==> config.mk <==
export PLATFORM = sky130hd
export DESIGN_NAME = memory_copy_engine
export DESIGN_NICKNAME = d
export VERILOG_FILES = /design/src/rtl/memory_copy_engine.sv
export SDC_FILE = /design/constraint.sdc
export NUM_CORES = 1
export LEC_CHECK = 0
export CORE_ASPECT_RATIO = 2
export CORE_MARGIN = 8
export CORE_UTILIZATION = 51
export DETAILED_ROUTE_END_ITERATION = 12
export PLACE_DENSITY = 0.78
export RECOVER_POWER = 100
export SYNTH_ARGS = -nofsm -noshare
export SYNTH_HDL_FRONTEND = slang
export SYNTH_SLANG_ARGS = --single-unit
==> constraint.sdc <==
create_clock -name Clock -period 2.5 [get_ports Clock]
set_input_delay 0.5 -clock Clock [delete_from_list [all_inputs] [get_ports Clock]]
set_output_delay 0.5 -clock Clock [all_outputs]
set_load 0.01 [all_outputs]
==> src/rtl/memory_copy_engine.sv <==
// Word-granular copy/fill engine that masters the data-memory port.
// Overlapping copies pick a descending walk so source words are read before being overwritten.
module memory_copy_engine #(
  parameter int AW = 5,
  parameter int DW = 32
) (
  input  logic          Clock,
  input  logic          Rn,
  input  logic          Start,
  input  logic          Mode,
  input  logic [AW-1:0] SrcAddr,
  input  logic [AW-1:0] DstAddr,
  input  logic [AW:0]   Len,
  input  logic [DW-1:0] FillData,
  output logic [AW-1:0] MemAddy,
  output logic          MemWriteEn,
  output logic [DW-1:0] MemWriteData,
  input  logic [DW-1:0] MemReadData,
  output logic          Busy,
  output logic          Done,
  output logic [AW:0]   Count
);

  typedef enum logic [1:0] {
    IDLE = 2'd0,
    RD   = 2'd1,
    WR   = 2'd2,
    FIN  = 2'd3
  } state_t;

  localparam logic [AW:0] MAX_LEN = {1'b1, {AW{1'b0}}};

  function automatic logic [AW-1:0] step_ptr(input logic [AW-1:0] ptr, input logic down);
    if (down) begin
      step_ptr = ptr - AW'(1);
    end else begin
      step_ptr = ptr + AW'(1);
    end
  endfunction

  state_t        state_r;
  logic [AW-1:0] src_ptr_r;
  logic [AW-1:0] dst_ptr_r;
  logic [AW:0]   remain_r;
  logic [DW-1:0] fill_r;
  logic          mode_r;
  logic          desc_r;

  logic [AW:0]   len_s;
  logic [AW:0]   src_end_s;
  logic          desc_s;
  logic [AW-1:0] src_first_s;
  logic [AW-1:0] dst_first_s;
  logic [AW-1:0] src_next_s;
  logic [AW-1:0] dst_next_s;

  // Operand decode for a Start request: clamp, overlap direction, first pointers.
  always_comb begin
    len_s       = Len;
    src_end_s   = {(AW+1){1'b0}};
    desc_s      = 1'b0;
    src_first_s = SrcAddr;
    dst_first_s = DstAddr;
    if (Len > MAX_LEN) begin
      len_s = MAX_LEN;
    end else begin
      len_s = Len;
    end
    // Unwrapped AW+1 bit sum: an overlap that spans the top of memory is not detected.
    src_end_s = {1'b0, SrcAddr} + len_s;
    if (!Mode && (DstAddr > SrcAddr) && ({1'b0, DstAddr} < src_end_s)) begin
      desc_s = 1'b1;
    end else begin
      desc_s = 1'b0;
    end
    if (desc_s) begin
      src_first_s = SrcAddr + len_s[AW-1:0] - AW'(1);
      dst_first_s = DstAddr + len_s[AW-1:0] - AW'(1);
    end else begin
      src_first_s = SrcAddr;
      dst_first_s = DstAddr;
    end
  end

  // Pointer stepping in the captured direction.
  always_comb begin
    src_next_s = step_ptr(src_ptr_r, desc_r);
    dst_next_s = step_ptr(dst_ptr_r, desc_r);
  end

  // Control FSM; memory port, Busy and Done are registered so they depend only on state.
  // MemWriteData doubles as the hold register for the word read in RD.
  always_ff @(posedge Clock or negedge Rn) begin
    if (!Rn) begin
      state_r      <= IDLE;
      src_ptr_r    <= {AW{1'b0}};
      dst_ptr_r    <= {AW{1'b0}};
      remain_r     <= {(AW+1){1'b0}};
      fill_r       <= {DW{1'b0}};
      mode_r       <= 1'b0;
      desc_r       <= 1'b0;
      Count        <= {(AW+1){1'b0}};
      MemAddy      <= {AW{1'b0}};
      MemWriteEn   <= 1'b0;
      MemWriteData <= {DW{1'b0}};
      Busy         <= 1'b0;
      Done         <= 1'b0;
    end else begin
      case (state_r)
        IDLE: begin
          if (Start) begin
            src_ptr_r <= src_first_s;
            dst_ptr_r <= dst_first_s;
            remain_r  <= len_s;
            fill_r    <= FillData;
            mode_r    <= Mode;
            desc_r    <= desc_s;
            Count     <= {(AW+1){1'b0}};
            Busy      <= 1'b1;
            if (len_s == {(AW+1){1'b0}}) begin
              state_r      <= FIN;
              Done         <= 1'b1;
              MemAddy      <= {AW{1'b0}};
              MemWriteEn   <= 1'b0;
              MemWriteData <= {DW{1'b0}};
            end else if (Mode) begin
              state_r      <= WR;
              Done         <= 1'b0;
              MemAddy      <= dst_first_s;
              MemWriteEn   <= 1'b1;
              MemWriteData <= FillData;
            end else begin
              state_r      <= RD;
              Done         <= 1'b0;
              MemAddy      <= src_first_s;
              MemWriteEn   <= 1'b0;
              MemWriteData <= {DW{1'b0}};
            end
          end else begin
            state_r      <= IDLE;
            Busy         <= 1'b0;
            Done         <= 1'b0;
            MemAddy      <= {AW{1'b0}};
            MemWriteEn   <= 1'b0;
            MemWriteData <= {DW{1'b0}};
          end
        end

        RD: begin
          state_r      <= WR;
          src_ptr_r    <= src_next_s;
          MemAddy      <= dst_ptr_r;
          MemWriteEn   <= 1'b1;
          MemWriteData <= MemReadData;
        end

        WR: begin
          dst_ptr_r <= dst_next_s;
          Count     <= Count + (AW+1)'(1);
          remain_r  <= remain_r - (AW+1)'(1);
          if (remain_r == (AW+1)'(1)) begin
            state_r      <= FIN;
            Done         <= 1'b1;
            MemAddy      <= {AW{1'b0}};
            MemWriteEn   <= 1'b0;
            MemWriteData <= {DW{1'b0}};
          end else if (mode_r) begin
            state_r      <= WR;
            MemAddy      <= dst_next_s;
            MemWriteEn   <= 1'b1;
            MemWriteData <= fill_r;
          end else begin
            state_r      <= RD;
            MemAddy      <= src_ptr_r;
            MemWriteEn   <= 1'b0;
            MemWriteData <= {DW{1'b0}};
          end
        end

        FIN: begin
          state_r      <= IDLE;
          Busy         <= 1'b0;
          Done         <= 1'b0;
          MemAddy      <= {AW{1'b0}};
          MemWriteEn   <= 1'b0;
          MemWriteData <= {DW{1'b0}};
        end

        default: begin
          state_r      <= IDLE;
          Busy         <= 1'b0;
          Done         <= 1'b0;
          MemAddy      <= {AW{1'b0}};
          MemWriteEn   <= 1'b0;
          MemWriteData <= {DW{1'b0}};
        end
      endcase
    end
  end

endmodule

# == Word-level counts from Yosys, hierarchy flattened ==
# Index checks and enable logic that the tools add are counted.
# word_totals
regBits,98
input_bits,84
output_inout_bits,46
word_cells,90
# classes
n_addsub,11
n_lt_le_gt_ge,3
eq_ne,6
muxes,44
n_reduce_logical,13
# op_table
op,n
two-way mux 32 bit,5
one-hot mux 32 bit (4 select lines),1
two-way mux 5 bit,11
one-hot mux 6 bit (2 select lines),2
one-hot mux 5 bit (2 select lines),2
one-hot mux 5 bit (4 select lines),1
"subtractor 5 x 1 -> 5 bit, second input constant",4
two-way mux 6 bit,3
"adder 5 x 1 -> 5 bit, second input constant",2
adder 5 bit,2
two-way mux 1 bit,10
two-way mux 2 bit,5
one-hot mux 2 bit (4 select lines),1
AND reduction 2 bit,4
adder 5 x 6 -> 6 bit,1
"adder 6 x 1 -> 6 bit, second input constant",1
"equality test 6 x 1 -> 1 bit, second input constant",1
"> comparator 6 bit, second input constant",1
logical NOT 6 bit,1
less-than comparator 5 x 6 -> 1 bit,1
nonzero test 2 bit,3
"subtractor 6 x 1 -> 6 bit, second input constant",1
> comparator 5 bit,1
"equality test 2 bit, second input constant",2
9 further kinds,11

# == Depth between registers and ports, before layout ==
# Gate-level depths: netlist of run 1.
# depth
word_depth,11
depth_mapped,16
mapped_depth_nobuf,14

# == Worst setup path after synthesis of run 1 ==
# OpenSTA, ideal clock, no wires.
# synth_path
path_kind,input to register
startpoint,input port Len[5]
endpoint,register src_ptr_r[2]
setup_time_ps,92
arrival_time_ps,3258
required_time_ps,2408
path_slack_ps,-850
path_stages,16
path_buffers,2
path_cell_list,buf_6 > nand2b_1 > inv_1 > ha_1 > inv_1 > fa_1 > o21bai_1 > a21oi_1 > xor2_1 > ha_1 > o21a_1 > a21oi_1 > o21a_1 > buf_6 > mux2_4 > o31ai_2
# synth_via
elab_chain_len,9
word_cells_on_any_way,11
cone_classes,add/sub (3); order compare (2); mux (5); reduce/logical (1)
# synth_lines
element,line,source
start: declaration,13,"input logic [AW:0] Len,"
> comparator 6 bit,64,if (Len > MAX_LEN) begin
two-way mux 6 bit (*),64,
adder 5 x 6 -> 6 bit,70,"src_end_s = {1'b0, SrcAddr} + len_s;"
less-than comparator 5 x 6 -> 1 bit,71,"if (!Mode && (DstAddr > SrcAddr) && ({1'b0, DstAddr} < src_end_s)) begin"
logical AND 1 bit,71,
two-way mux 1 bit,71,
two-way mux 5 bit (*),76,if (desc_s) begin
two-way mux 5 bit (*),111,if (Start) begin
one-hot mux 5 bit (2 select lines) (*),109,case (state_r)
end signal: assignment,96,src_ptr_r <= {AW{1'b0}};
end signal: assignment,112,src_ptr_r <= src_first_s;
end signal: assignment,151,src_ptr_r <= src_next_s;
end: declaration,42,logic [AW-1:0] src_ptr_r;
# Every way passes the cells marked *; elsewhere a longest branch is shown, timed or not. The select of a mux whose other input is x is not followed.
# A chain may end at the register's enable or synchronous reset.

# == Final worst setup path of run 1 ==
# layout_path
startpoint,input port Len[5]
endpoint,register dst_ptr_r[0]
# layout_via
elab_chain_len,9
word_cells_on_any_way,11
cone_classes,add/sub (3); order compare (2); mux (5); reduce/logical (1)
# layout_lines
element,line,source
> comparator 6 bit,64,
two-way mux 6 bit (*),64,
adder 5 x 6 -> 6 bit,70,
less-than comparator 5 x 6 -> 1 bit,71,
logical AND 1 bit,71,
two-way mux 1 bit,71,
two-way mux 5 bit (*),76,
two-way mux 5 bit (*),111,
one-hot mux 5 bit (2 select lines) (*),109,
end signal: assignment,97,dst_ptr_r <= {AW{1'b0}};
end signal: assignment,113,dst_ptr_r <= dst_first_s;
end signal: assignment,158,dst_ptr_r <= dst_next_s;
end: declaration,43,logic [AW-1:0] dst_ptr_r;
# Marked as above.

==> results of run 1 <==
where the power goes:
group          leakage (nW)  switching (mW)  internal (mW)
clock network         0.138           0.626          0.691
logic                  2.77            1.90           1.57
registers              1.25           0.407           2.20
through the flow:
step / hold slack [ps] / setup slack, ps
floorplan: 204 / -584
global placement: 449 / -1020
detailed placement: 466 / -1090
CTS: 193 / -387
global route: 470 / -457
finish: 374 / -381
critical path: cells and delay by family:
kind            cells  cell delay [ps]
simple gates        1              140
compound gates      6              930
fa+ha+maj           3              750
mux                 1              310
buf+inv             4              340
xor+xnor            1              160
timing repair:
action / CTS / global route
resized for setup: 38 / 11
setup endpoints to repair: 16 / 16
pin swaps: 19 / 8
setup buffers: 3 / 1
logic make-up (layout without fill, tap and decap cells):
family	after synthesis	count (layout)	synth area share, %
adders and majority gates	49	49	11.5
and+or+nand+nor	214	214	16.9
muxes	9	9	1.81
AOI/OAI and AO/OA	128	128	17.2
xor gates and xnor gates	18	18	2.78
DFF	98	98	43.3
buffers and inverters	93	287	6.53
layout make-up:
cell class	instances	area share, %
clock buffers	9	2.81
clock inverters	7	0.733
inverters	64	3.00
multi-input cells	418	37.4
flip-flops and latches	98	30.6
well taps	140	2.18
repair buffers	207	23.3
layer usage:
layer,up-vias,wire [um],share of wire (%)
li1,2486,-,-
met1,2618,5990,32
met2,250,10100,55
met3,61,1120,6.1
met4,0,1220,6.6
met5,-,0,0
final timing paths:
check,end,cells past startpoint
max,dst_ptr_r[0],16
min,fill_r[21],1
max reg2reg,remain_r[3],9
min reg2reg,fill_r[8],2
max in group asynchronous,fill_r[28],2
min in group Clock,fill_r[8],2
cells in the mapped netlist (4+ instances only):
| master | number |
|---|---|
| o21a_1 | 5 |
| a21oi_1 | 24 |
| xor2_1 | 9 |
| a222oi_1 | 27 |
| o22ai_1 | 7 |
| nor2b_1 | 7 |
| buf_2 | 5 |
| mux2i_1 | 5 |
| nand2_1 | 134 |
| o21ai_0 | 17 |
| o221ai_1 | 4 |
| xnor2_1 | 9 |
| inv_1 | 64 |
| a22oi_1 | 4 |
| nand2b_1 | 9 |
| clkbuf_1 | 20 |
| a32oi_1 | 6 |
| dfrtp_1 | 98 |
| fa_1 | 5 |
| a21o_1 | 7 |
| nand3_1 | 6 |
| ha_1 | 44 |
| nor2_1 | 29 |
| o211ai_1 | 4 |
registers in the layout, indices dropped and copies added, names as in the netlist:
name / flops
Busy: 1
Count: 6
Done: 1
MemAddy: 5
MemWriteData: 32
MemWriteEn: 1
desc_r: 1
dst_ptr_r: 5
fill_r: 32
mode_r: 1
remain_r: 6
src_ptr_r: 5
state_r: 2
==> flow_metrics.env, run 1 <==
export IMPL_status="finished, violations left"
export IMPL_violations="negative setup slack"
export IMPL_hp_class="in2async"
export IMPL_htreeDepth=3
export IMPL_tritoncts="built"
export IMPL_final_common_cell="nand2_1"
export IMPL_fin_cells=943
export IMPL_syn_inst=609
export IMPL_ant_nets=0
export IMPL_critPathMaxStageDelay_ps=350
export IMPL_reg2reg_from="state_r[1]"
export IMPL_reg2reg_setup_slack_ps=70
export IMPL_required_ps=2760
export IMPL_place_inst=923
export IMPL_synth_top_area_share_pct=43.3
export IMPL_antenna_found_initial=0
export IMPL_ys_warn_count=0
export IMPL_dr_pass1_iters=10
export IMPL_drive_above_1_share_pct=16.7
export IMPL_use_met3_pct=4.03
export IMPL_power_mw=7.39
export IMPL_synthesis_nets=742
export IMPL_drv_slew=0
export IMPL_synth_seq_area_share_pct=43.3
export IMPL_globalRouteMet1Util_pct=23.1
export IMPL_fillers=798
export IMPL_leakage_nw=4.16
export IMPL_setup_viol_count_final=19
export IMPL_overflow=0
export IMPL_dp_hpwl_mm=14.6
export IMPL_root_buffer="clkbuf_16"
export IMPL_drc=0
export IMPL_cts_root_to_sink_buffers=2
export IMPL_setup_slack_ps=-381
export IMPL_place_area_um2=7620
export IMPL_drt_iter0_drc=286
export IMPL_io_buffers=129
export IMPL_timing_critical_path_slowest_stage_cell="fa_2"
export IMPL_track_usage_pct=24.5
export IMPL_powerDensity_nw_per_um2=921
export IMPL_final_hold_viol_count=0
export IMPL_final_cell_mix="nand2_1 (134), dfrtp_1 (98), clkdlybuf4s50_1 (73), buf_4 (67), inv_1 (60)"
export IMPL_synth_area_top_cells="dfrtp_1 (43%), ha_1 (9.7%), nand2_1 (8.9%)"
export IMPL_synth_area_leader_cell="dfrtp_1"
export IMPL_postCtsHoldBufs=0
export IMPL_fin_crit_sh_pct=115
export IMPL_rsz0062_at_grt="true"
export IMPL_initial_utilization_pct=52.1
export IMPL_clock_latency_ps=340
export IMPL_drt_total_wl_mm=18.5
export IMPL_crit_type="in2reg"
export IMPL_met2_usage_pct=46.7
export IMPL_cap_violations=0
export IMPL_fp_dieArea_um2=14900
export IMPL_synth_edf_count=0
export IMPL_die_w_um=90.5
export IMPL_async_flop_share_pct=100
export IMPL_worstSetupStartpointType="primary input"
export IMPL_endpoint_kind="register"
export IMPL_relSlewSlack_pct=23.9
export IMPL_clk_pin_slew_ps=70
export IMPL_fp_dieH_um=165
export IMPL_io_pins=130
export IMPL_row_count=54
export IMPL_core_area_um2=10900
export IMPL_grt_pass1_vias=5624
export IMPL_ys_seq_elements=98
export IMPL_stdcell_area_um2=8020
export IMPL_ir_drop_uv=554
export IMPL_wire_per_inst_um=19.6
export IMPL_cp_arrival_ps=3140
export IMPL_nets=931
export IMPL_synthDistinctLibCells=60
export IMPL_final_min_clock_period_ps=2880
export IMPL_clock_skew_ps=7.18
export IMPL_synth_avg_cell_area_um2=9.31
export IMPL_num_vias=5415
export IMPL_ff_latch_area_um2=2450
export IMPL_place_gp_congestion=0.981
export IMPL_grt_max_degree=46
export IMPL_crit_chain="buf_8, nand2b_4, inv_2, ha_4, inv_2, fa_2, o21bai_1, a21oi_1, xor2_1, ha_1, o21a_1, a21oi_4, o21a_1, buf_6, mux2_4, o221ai_2"
export IMPL_diodes=0
export IMPL_finalSetupTns_ps=-4610
export IMPL_cts_sinks=98
export IMPL_top_usage_layer="met2"
export IMPL_viasPerCell=5.74
export IMPL_tightest_slew_ps=1140
export IMPL_area_growth_pct=41.5
export IMPL_startpoint="Len[5]"
export IMPL_cp_max_fo=3
export IMPL_post_route_util_pct=73.7
export IMPL_tritoncts_num_buffers=9
export IMPL_grt_first_pass_wirelength_mm=28.9
export IMPL_ys_flop_type="dfrtp_1"
export IMPL_fmax_mhz=347
export IMPL_syn_area_um2=5670
export IMPL_multi_input_area_um2=3000
(Power assumes the default switching activity.)
==> run 2, diff against run 1 <==
--- a/config.mk
+++ b/config.mk
@@ -9,6 +9,7 @@
 export CORE_MARGIN = 8
 export CORE_UTILIZATION = 51
 export DETAILED_ROUTE_END_ITERATION = 12
+export GPL_ROUTABILITY_DRIVEN = 0
 export PLACE_DENSITY = 0.78
 export RECOVER_POWER = 100
 export SYNTH_ARGS = -nofsm -noshare
==> flow_metrics.env, run 2 (synthesis gave the netlist of run 1 again) <==
export IMPL_status="finished, violations left"
export IMPL_violations="negative setup slack"
export IMPL_ff_latch_area_um2=2450
export IMPL_postCtsHoldBufs=0
export IMPL_ir_drop_uv=392
export IMPL_tritoncts_num_buffers=9
export IMPL_crit_type="in2reg"
export IMPL_overflow=0
export IMPL_drv_slew=0
export IMPL_final_cell_mix="nand2_1 (134), dfrtp_1 (98), clkdlybuf4s50_1 (74), buf_4 (64), inv_1 (60)"
export IMPL_power_mw=7.44
export IMPL_num_vias=5457
export IMPL_cp_arrival_ps=3170
export IMPL_fmax_mhz=336
export IMPL_clock_skew_ps=6.99
export IMPL_cts_sinks=98
export IMPL_finalSetupTns_ps=-5310
export IMPL_rsz0062_at_grt="true"
export IMPL_cap_violations=0
export IMPL_setup_viol_count_final=17
export IMPL_diodes=0
export IMPL_final_hold_viol_count=0
export IMPL_leakage_nw=4.14
export IMPL_endpoint_kind="register"
export IMPL_powerDensity_nw_per_um2=927
export IMPL_drt_iter0_drc=444
export IMPL_grt_first_pass_wirelength_mm=30.0
export IMPL_core_area_um2=10900
export IMPL_reg_top3="MemWriteData x32, fill_r x32"
export IMPL_multi_input_area_um2=3010
export IMPL_dp_hpwl_mm=14.0
export IMPL_row_count=54
export IMPL_viasPerCell=5.79
export IMPL_fp_dieArea_um2=14900
export IMPL_root_buffer="clkbuf_16"
export IMPL_cp_max_fo=3
export IMPL_cts_root_to_sink_buffers=2
export IMPL_htreeDepth=3
export IMPL_drt_total_wl_mm=18.9
export IMPL_critPathMaxStageDelay_ps=530
export IMPL_required_ps=2690
export IMPL_cpLargestDelayFamily="compound AO/OA/AOI/OAI gates"
export IMPL_setup_slack_ps=-476
export IMPL_grt_pass1_vias=5871
export IMPL_drive_above_1_share_pct=16.8
export IMPL_worstSetupStartpointType="primary input"
export IMPL_relSlewSlack_pct=22.1
export IMPL_initial_utilization_pct=52.1
export IMPL_hp_class="in2async"
export IMPL_antenna_found_initial=0
export IMPL_clk_pin_slew_ps=70
export IMPL_die_w_um=90.5
export IMPL_nets=930
export IMPL_fillers=764
export IMPL_track_usage_pct=25.4
export IMPL_wire_per_inst_um=20.0
export IMPL_timing_critical_path_slowest_stage_cell="clkdlybuf4s50_1"
export IMPL_drc=0
export IMPL_post_route_util_pct=73.8
export IMPL_io_pins=130
export IMPL_crit_chain="clkdlybuf4s50_1, nand2b_4, buf_4, ha_1, inv_1, ha_1, a21oi_1, xnor2_1, o211ai_1, xor2_1, o211ai_1"
export IMPL_cp_num_buf_inv=3
export IMPL_ant_nets=0
export IMPL_clock_latency_ps=340
export IMPL_fin_crit_sh_pct=119
export IMPL_tightest_slew_ps=1170
export IMPL_post_place_ws_ps=-1170
export IMPL_final_min_clock_period_ps=2980
export IMPL_fp_dieH_um=165
export IMPL_dr_pass1_iters=5
export IMPL_final_common_cell="nand2_1"
export IMPL_area_growth_pct=41.6
export IMPL_grt_max_degree=47
export IMPL_tritoncts="built"
export IMPL_io_buffers=129
## run 2: stage by stage
step,instances,hold WS [ps],area (um^2)
after floorplan,609,204,5700
after global placement,919,447,7580
after detailed placement,919,456,7580
after CTS,940,185,8000
after global routing,942,473,8030
final,942,382,8030
## run 2: power by group
part | leakage, nW | total, mW | switching [mW] | internal [mW]
clock | 0.136 | 1.33 | 0.638 | 0.693
sequential | 1.25 | 2.58 | 0.382 | 2.20
combinational | 2.75 | 3.54 | 1.98 | 1.56
## run 2: path summary, 6_finish.rpt
| path | from | end | slack, ps | cells past startpoint |
|---|---|---|---|---|
| max | Len[3] | MemAddy[4] | -480 | 11 |
| min | Rn | fill_r[17] | 380 | 1 |
| max reg2reg | desc_r | src_ptr_r[4] | 100 | 9 |
| min reg2reg | fill_r[12] | MemWriteData[12] | 470 | 2 |
| max in group asynchronous | Rn | MemWriteData[30] | 550 | 2 |
| min in group Clock | fill_r[12] | MemWriteData[12] | 470 | 2 |
## run 2: cell type report
type                            count  share of cell area, %
Multi-Input combinational cell    418                   37.5
Sequential cell                    98                   30.5
Timing Repair Buffer              206                   23.2
Inverter                           64                   2.99
Clock buffer                        9                   2.81
Tap cell                          140                   2.18
Clock inverter                      7                  0.748
## run 2: worst reg2reg max path: cells and delay by family, from the launching register on
family	cells	cell delay, ps
flip-flops	1	460
AND/OR/NAND/NOR	3	570
buffers and inverters	2	300
adder cells (fa/ha/maj)	1	410
AO/OA/AOI/OAI	3	540
## run 2: per-layer routing
layer  GRT usage, %  wire, um  vias up
met5              0         0        -
met4           18.7      1330        0
met3           6.70      1300       80
met2           46.1      9970      282
met1           24.0      6280     2621
li1               -         -     2474
## run 2: timing repair
action                     in CTS  in global routing
buffers inserted                5                  2
setup endpoints to repair      16                 16
pin swaps                      19                 13
resized for setup              41                 11
==> run 3, diff against run 2 <==
--- a/config.mk
+++ b/config.mk
@@ -5,12 +5,11 @@
 export SDC_FILE = /design/constraint.sdc
 export NUM_CORES = 1
 export LEC_CHECK = 0
-export CORE_ASPECT_RATIO = 2
 export CORE_MARGIN = 8
-export CORE_UTILIZATION = 51
+export CORE_UTILIZATION = 46
 export DETAILED_ROUTE_END_ITERATION = 12
 export GPL_ROUTABILITY_DRIVEN = 0
-export PLACE_DENSITY = 0.78
+export PLACE_DENSITY = 0.74
 export RECOVER_POWER = 100
 export SYNTH_ARGS = -nofsm -noshare
 export SYNTH_HDL_FRONTEND = slang
==> constraint.sdc (replaced) <==
create_clock -name Clock -period 2.6 [get_ports Clock]
set_input_delay 0.52 -clock Clock [delete_from_list [all_inputs] [get_ports Clock]]
set_output_delay 0.52 -clock Clock [all_outputs]
set_load 0.01 [all_outputs]
==> flow_metrics.env, run 3 (synthesis gave the netlist of run 1 again) <==
export IMPL_viasPerCell=5.69
export IMPL_stdcell_area_um2=8100
export IMPL_antenna_found_initial=0
export IMPL_initial_utilization_pct=47.2
export IMPL_overflow=0
export IMPL_fmax_mhz=346
export IMPL_clock_skew_ps=5.83
export IMPL_cp_arrival_ps=3140
export IMPL_htreeDepth=3
export IMPL_hold_ws_ps=415
export IMPL_core_area_um2=12000
export IMPL_r2r_end="MemAddy[4]"
export IMPL_grt_pass1_vias=5419
export IMPL_post_route_util_pct=67.4
export IMPL_globalRouteMet1Util_pct=26.0
export IMPL_fin_crit_sh_pct=111
export IMPL_violations="negative setup slack"
export IMPL_reg_top3="MemWriteData x32, fill_r x32"
export IMPL_place_area_um2=7540
export IMPL_setup_slack_ps=-289
export IMPL_drv_slew=0
export IMPL_cap_violations=0
export IMPL_dr_pass1_iters=8
export IMPL_tightest_slew_ps=1230
export IMPL_met2_usage_pct=35.5
export IMPL_critPathMostFrequentCell="inv_2"
export IMPL_worstSetupStartpointType="primary input"
export IMPL_clk_pin_slew_ps=70
export IMPL_io_pins=130
export IMPL_cp_max_fo=5
export IMPL_grt_first_pass_wirelength_mm=27.8
export IMPL_ir_drop_uv=710
export IMPL_diodes=0
export IMPL_fp_dieH_um=127
export IMPL_crit_cells=16
export IMPL_setup_viol_count_final=16
export IMPL_drt_total_wl_mm=17.8
export IMPL_leakage_nw=4.04
export IMPL_post_place_ws_ps=-1100
export IMPL_grt_max_degree=52
export IMPL_io_buffers=129
export IMPL_drive_above_1_share_pct=16.8
export IMPL_crit_chain="buf_8, nand2b_4, inv_2, ha_4, inv_2, fa_2, o21bai_4, a21oi_2, xor2_1, ha_1, o21a_1, a21oi_4, o21ai_4, buf_6, mux2_4, o221ai_2"
export IMPL_wire_per_inst_um=18.9
export IMPL_powerDensity_nw_per_um2=899
export IMPL_rsz0062_at_grt="true"
export IMPL_hp_class="in2async"
export IMPL_use_met3_pct=5.70
export IMPL_finalSetupTns_ps=-3620
export IMPL_endpoint_kind="register"
export IMPL_die_w_um=127
export IMPL_top_usage_layer="met2"
export IMPL_clock_latency_ps=340
export IMPL_postCtsHoldBufs=0
export IMPL_row_count=40
export IMPL_timing_critical_path_slowest_stage_cell="fa_2"
export IMPL_crit_type="in2reg"
export IMPL_reg2reg_from="state_r[0]"
export IMPL_status="finished, violations left"
export IMPL_final_common_cell="nand2_1"
export IMPL_tritoncts="built"
export IMPL_final_min_clock_period_ps=2890
export IMPL_cts_sinks=98
export IMPL_tritoncts_num_buffers=9
export IMPL_cpLargestDelayFamily="compound AO/OA/AOI/OAI gates"
export IMPL_drt_iter0_drc=623
export IMPL_dp_hpwl_mm=12.9
export IMPL_required_ps=2860
export IMPL_drc=0
export IMPL_area_growth_pct=42.8
export IMPL_cp_num_buf_inv=4
export IMPL_final_hold_viol_count=0
export IMPL_root_buffer="clkbuf_16"
export IMPL_nets=927
export IMPL_cts_root_to_sink_buffers=2
export IMPL_final_cell_mix="nand2_1 (134), clkdlybuf4s50_1 (120), dfrtp_1 (98), buf_4 (68), inv_1 (58)"
export IMPL_track_usage_pct=21.4
export IMPL_critPathMaxStageDelay_ps=360
export IMPL_relSlewSlack_pct=17.9
export IMPL_num_vias=5377
export IMPL_ant_nets=0
export IMPL_reg2reg_setup_slack_ps=-140
export IMPL_reg2reg_depth=7
export IMPL_fp_dieArea_um2=16100
-- run 3: power by group --
group / internal (mW) / leakage (nW) / switching (mW)
registers: 2.12 / 1.25 / 0.402
logic: 1.56 / 2.64 / 1.80
clock network: 0.842 / 0.146 / 0.556
total: 4.52 / 4.04 / 2.76
-- run 3: through the flow --
stage               power (mW)  instances
floorplan                 4.39        609
global placement          5.59        920
detailed placement        5.73        920
CTS                       7.21        939
global route              7.75        945
finish                    7.28        945
-- run 3: repair_timing --
item,4_1_cts,5_1_grt
setup endpoints to repair,16,16
pin swaps,16,14
resized for setup,40,18
gates cloned,0,0
buffers inserted,4,6
-- run 3: worst max path at each step --
stage	start	slack (ps)	endpoint
CTS	Len[5]	-230	src_ptr_r[2]
floorplan	Len[5]	-500	src_ptr_r[2]
global placement	Len[5]	-960	src_ptr_r[2]
detailed placement	Len[5]	-1100	src_ptr_r[2]
global route	Len[5]	-370	MemAddy[1]
finish	Len[5]	-290	MemAddy[2]
-- run 3: cell type report --
type	instances	area, um^2
Fill cell	916	3920
Multi-Input combinational cell	418	3060
Sequential cell	98	2450
Timing Repair Buffer	203	1850
Inverter	64	240
Clock buffer	11	233
Tap cell	147	184
Clock inverter	4	76.3
-- run 3: metal layers --
metal  routed length [um]  share of wire, %
met1                 7180                40
met2                 8590                48
met3                 1570               8.8
met4                  480               2.7
met5                    0                 0
